===== src/rtl/divider_pkg.sv =====
// Shared types and sizing helpers for the sequential restoring divider.
package divider_pkg;

    localparam int unsigned DEFAULT_WIDTH = 4;

    typedef enum logic [1:0] {
        IDLE,
        RUN,
        DONE
    } state_t;

    // Iteration counter must be able to hold values up to WIDTH.
    function automatic int unsigned cnt_width(input int unsigned width);
        return $clog2(width + 1);
    endfunction

endpackage


===== src/rtl/div_trial_subtract.sv =====
// Combinational trial subtraction for the restoring divider: diff = a - b, borrow when a < b.
module div_trial_subtract #(
    parameter int unsigned W = 5
) (
    input  logic [W-1:0] a,
    input  logic [W-1:0] b,
    output logic [W-1:0] diff,
    output logic         borrow
);

    logic [W:0] sum;

    // Two's-complement subtraction; a missing carry-out means the subtraction borrowed.
    assign sum    = {1'b0, a} + {1'b0, ~b} + {{W{1'b0}}, 1'b1};
    assign diff   = sum[W-1:0];
    assign borrow = ~sum[W];

endmodule


===== src/rtl/four_bit_divider.sv =====
// Sequential unsigned restoring divider, one quotient bit per clock.
// Define FOUR_BIT_DIVIDER_DBZ_EN to short-circuit a zero divisor straight to DONE with a flag.
module four_bit_divider
    import divider_pkg::*;
#(
    parameter int unsigned WIDTH = DEFAULT_WIDTH
) (
    input  logic             clk_in,
    input  logic             reset_in,
    input  logic             start_in,
    input  logic [WIDTH-1:0] dividend_in,
    input  logic [WIDTH-1:0] divisor_in,
    output logic             busy_out,
    output logic             done_out,
    output logic [WIDTH-1:0] quotient_out,
    output logic [WIDTH-1:0] remainder_out,
    output logic             div_by_zero_out
);

    localparam int unsigned CW = cnt_width(WIDTH);

    state_t state, state_next;

    logic [WIDTH:0]   rem_r;
    logic [WIDTH-1:0] quo_r;
    logic [WIDTH-1:0] div_r;
    logic [CW-1:0]    iter_cnt;

    logic [2*WIDTH:0] shifted;
    logic [WIDTH:0]   trial;
    logic             borrow;
    logic [WIDTH:0]   rem_next;
    logic [WIDTH-1:0] quo_next;
    logic             last_iter;
    logic             accept;
    logic             zero_div;

    // The top bit of the partial remainder is always zero here, so the shift may drop it.
    assign shifted = {rem_r, quo_r} << 1;

    div_trial_subtract #(
        .W(WIDTH + 1)
    ) u_trial (
        .a      (shifted[2*WIDTH:WIDTH]),
        .b      ({1'b0, div_r}),
        .diff   (trial),
        .borrow (borrow)
    );

    assign rem_next  = borrow ? shifted[2*WIDTH:WIDTH] : trial;
    assign quo_next  = shifted[WIDTH-1:0] | {{(WIDTH-1){1'b0}}, ~borrow};
    assign last_iter = (iter_cnt == CW'(WIDTH - 1));
    assign accept    = start_in && (state != RUN);

`ifdef FOUR_BIT_DIVIDER_DBZ_EN
    assign zero_div = (divisor_in == '0);
`else
    assign zero_div = 1'b0;
`endif

    always_ff @(posedge clk_in) begin
        if (reset_in) begin
            state <= IDLE;
        end else begin
            state <= state_next;
        end
    end

    always_comb begin
        state_next = state;
        unique case (state)
            IDLE: begin
                if (start_in) begin
                    state_next = zero_div ? DONE : RUN;
                end
            end
            RUN: begin
                if (last_iter) begin
                    state_next = DONE;
                end
            end
            DONE: begin
                if (start_in) begin
                    state_next = zero_div ? DONE : RUN;
                end else begin
                    state_next = IDLE;
                end
            end
            default: state_next = IDLE;
        endcase
    end

    always_comb begin
        busy_out = (state == RUN);
        done_out = (state == DONE);
    end

    // Results are only written on DONE entry and otherwise hold across new starts.
    always_ff @(posedge clk_in) begin
        if (reset_in) begin
            rem_r         <= '0;
            quo_r         <= '0;
            div_r         <= '0;
            iter_cnt      <= '0;
            quotient_out  <= '0;
            remainder_out <= '0;
        end else if (accept) begin
            rem_r    <= '0;
            quo_r    <= dividend_in;
            div_r    <= divisor_in;
            iter_cnt <= '0;
            if (zero_div) begin
                quotient_out  <= '1;
                remainder_out <= dividend_in;
            end
        end else if (state == RUN) begin
            rem_r    <= rem_next;
            quo_r    <= quo_next;
            iter_cnt <= iter_cnt + CW'(1);
            if (last_iter) begin
                quotient_out  <= quo_next;
                remainder_out <= rem_next[WIDTH-1:0];
            end
        end
    end

`ifdef FOUR_BIT_DIVIDER_DBZ_EN
    logic dbz_r;

    always_ff @(posedge clk_in) begin
        if (reset_in) begin
            dbz_r <= 1'b0;
        end else if (accept && zero_div) begin
            dbz_r <= 1'b1;
        end else if ((state == RUN) && last_iter) begin
            dbz_r <= 1'b0;
        end
    end

    assign div_by_zero_out = dbz_r;
`else
    assign div_by_zero_out = 1'b0;
`endif

endmodule


===== config.mk =====
export PLATFORM = sky130hd
export DESIGN_NAME = four_bit_divider
export DESIGN_NICKNAME = d
export VERILOG_FILES = /design/src/rtl/divider_pkg.sv /design/src/rtl/div_trial_subtract.sv /design/src/rtl/four_bit_divider.sv
export SDC_FILE = /design/constraint.sdc
export NUM_CORES = 1
export LEC_CHECK = 0
export CAP_MARGIN = 20
export CORE_UTILIZATION = 32
export CTS_BUF_LIST = sky130_fd_sc_hd__clkbuf_16
export CTS_CLUSTER_SIZE = 40
export DETAILED_ROUTE_END_ITERATION = 12
export PLACE_DENSITY = 0.58
export SLEW_MARGIN = 20
export SYNTH_ARGS = -nofsm -noshare
export SYNTH_HDL_FRONTEND = slang
export SYNTH_SLANG_ARGS = --single-unit

===== constraint.sdc =====
create_clock -name clk_in -period 5.5 [get_ports clk_in]
set_input_delay 1.65 -clock clk_in [delete_from_list [all_inputs] [get_ports clk_in]]
set_output_delay 1.65 -clock clk_in [all_outputs]
set_load 0.005 [all_outputs]

==> flow_summary.json <==
{
  "ys.flop_type": "dfxtp_1",
  "syn_to_final_growth_pct": 25.1,
  "clkPwrFrac": 0.368,
  "core_region_area_um2": 3420,
  "yosys.area.top_type": "dfxtp_1",
  "p_seq_frac": 0.458,
  "rsz0062_at_grt": "false",
  "nFillCells": 358,
  "synthArstFlopShare": 0,
  "start_kind": "flop",
  "slowest_delay_ps": 540,
  "place_area_um2": 1390,
  "fmax_ghz": 0.282,
  "grt_pass1_wl_mm": 4.34,
  "syn_nets": 155,
  "setup_viol": 0,
  "min-delay-path-class": "flop to flop",
  "path_class": "flop to output pin",
  "yosysUniqueCellTypes": 34,
  "synthTopCellsByArea": "dfxtp_1 (43%), ha_1 (6.4%), nor2_1 (5.8%)",
  "wirelength_mm": 2.54,
  "power_density_nw_per_um2": 293,
  "clk_pin_slew_ps": 60,
  "crit_chain": "nand2b_1, inv_2, clkdlybuf4s50_1",
  "swShare": 0.260,
  "power_frac_comb": 0.175,
  "fin_setup_tns_ps": 0,
  "cts_made_buffers": 3,
  "synth-seq-cells": 25,
  "port_buffers": 20,
  "ios": 22,
  "maxSlewViolCount": 0,
  "cts-hold-fix-buffers": 0,
  "cts_tree": "yes",
  "grt_antenna_before_repair": 0,
  "wl_per_cell_um": 12.8,
  "clock_skew_ps": 2.16,
  "postCtsResizedCells": 0,
  "drt_iter0_markers": 35,
  "dieWidth_um": 62.5,
  "period_needed_ps": 3550,
  "cp.required_ps": 3850,
  "die_y_um": 62.5,
  "yosysWarnings": 0,
  "dp_hpwl_mm": 1.86,
  "synth.top_cells.by_count": "dfxtp_1 (25), nor2_1 (18), nand2_1 (15), a21oi_1 (9), inv_1 (8)",
  "ant_nets": 0,
  "grt_overflow": 0,
  "p_leak_nw": 0.549,
  "synth_edf_count": 0,
  "grt_max_degree": 24,
  "synth_top_area_frac": 0.427,
  "holdWs_ps": 456,
  "tightestPinTransition_ps": 818,
  "stdcell_area_um2": 1470,
  "viasPerCell": 5.07,
  "root_buffer": "clkbuf_16",
  "avgSynthCellArea_um2": 8.55,
  "die_area_um2": 3910,
  "slowest_stage": "clkdlybuf4s50_1",
  "vias": 1008,
  "dr.pass1.iters": 6,
  "slew_headroom": 0.453,
  "cts_setup_buffers": 0,
  "drv_cap": 0,
  "clk_path_buf_depth": 2,
  "start_util": 0.343,
  "end_kind": "output pin",
  "hold_viol_final": 0,
  "syn_area_um2": 1170,
  "cp.arrival_ps": 1900,
  "synth_most_common_cell": "dfxtp_1",
  "clk_latency_ps": 250,
  "gp_congestion": 0.837,
  "finalPower_uw": 429,
  "drive_gt1_frac": 0.0261,
  "ys_seq_area_frac": 0.427,
  "internal_power_uw": 318,
  "fin_crit_sh": 0.646,
  "syn_inst": 137,
  "htreeDepth": 1,
  "clkSinkCount": 25,
  "status": "complete, no violations",
  "track_usage": 0.141,
  "nNetsFinal": 172,
  "critPathMaxFanout": 19,
  "antenna_cells": 0,
  "grt_pass1_vias": 987,
  "drc": 0,
  "rows": 21,
  "switchingPower_uw": 112,
  "irDropWorstVdd_uv": 112
}
-- area by class of cell --
class / instances / area (um^2) / area share
repair buffers: 20 / 200 / 0.137
flip-flops and latches: 25 / 500 / 0.342
multi-input cells: 95 / 594 / 0.406
clock buffers: 3 / 75.1 / 0.0512
inverters: 9 / 33.8 / 0.0231
well taps: 46 / 57.6 / 0.0393
clock inverters: 1 / 3.75 / 0.00256
-- power by group through the flow --
| stage | sequential [mW] | clock, mW | combinational, mW |
|---|---|---|---|
| floorplan | 0.198 | 0 | 0.0582 |
| global placement | 0.200 | 0 | 0.0742 |
| detailed placement | 0.200 | 0 | 0.0749 |
| CTS | 0.196 | 0.159 | 0.0754 |
| global route | 0.197 | 0.168 | 0.0842 |
| finish | 0.196 | 0.158 | 0.0751 |
-- per-layer routing --
metal | GRT usage | part of all wire
met1 | 0.165 | 0.48
met2 | 0.243 | 0.50
met3 | 0.0255 | 0.022
met4 | 0.0727 | 0
met5 | 0 | 0
-- worst max-delay path: cells and delay by family, from the launching register on --
kind	cells	cell delay (ps)
flops	1	310
buf+inv	2	860
simple gates	1	480
-- final timing paths --
kind,from,end,slack [ps],cells after the start
min reg2reg,quotient_out[2],quotient_out[2],460,2
max reg2reg,rem_r[0],rem_r[2],3560,5
max,state[1],busy_out,1950,3
min,quotient_out[2],quotient_out[2],460,2
-- cells by family after synthesis --
logic type / after synthesis / share of synthesized area
flip-flops: 25 / 0.427
other: 1 / 0.00320
AND/OR/NAND/NOR: 51 / 0.199
multiplexers: 3 / 0.0256
adder cells (fa/ha/maj): 7 / 0.0812
AO/OA/AOI/OAI: 32 / 0.191
buffers and inverters: 17 / 0.0652
XOR/XNOR: 1 / 0.00748
-- state kept, by name, indices dropped and copies added, names as in the netlist --
name,flops
iter_cnt,3
rem_r,4
quo_r,4
state,2
quotient_out,4
remainder_out,4
div_r,4
-- metrics by stage --
stage / utilization / setup WS, ps / std cells
2_1_floorplan: - / 3110 / 137
3_3_place_gp: 0.406 / 2190 / 195
3_5_place_dp: 0.406 / 2130 / 195
4_1_cts: 0.429 / 1920 / 199
5_1_grt: 0.429 / 1810 / 199
6_report: 0.429 / 1950 / 199
-- cells in the final DEF, fill, tap and decap left out, drive strengths merged, types with 2 or more instances in the layout --
| master | netlist | final |
|---|---|---|
| a211oi | 7 | 7 |
| a21oi | 9 | 9 |
| a22o | 2 | 2 |
| a32o | 4 | 4 |
| clkbuf | 2 | 3 |
| clkdlybuf4s50 | 0 | 20 |
| dfxtp | 25 | 25 |
| ha | 6 | 6 |
| inv | 9 | 10 |
| mux2i | 3 | 3 |
| nand2 | 15 | 15 |
| nand2b | 2 | 2 |
| nand3 | 5 | 5 |
| nor2 | 18 | 18 |
| nor2b | 3 | 3 |
| nor4 | 3 | 3 |
| o211ai | 2 | 2 |
| o21ai | 3 | 3 |
| or3 | 2 | 2 |
Power figures use the tool's default switching activity.
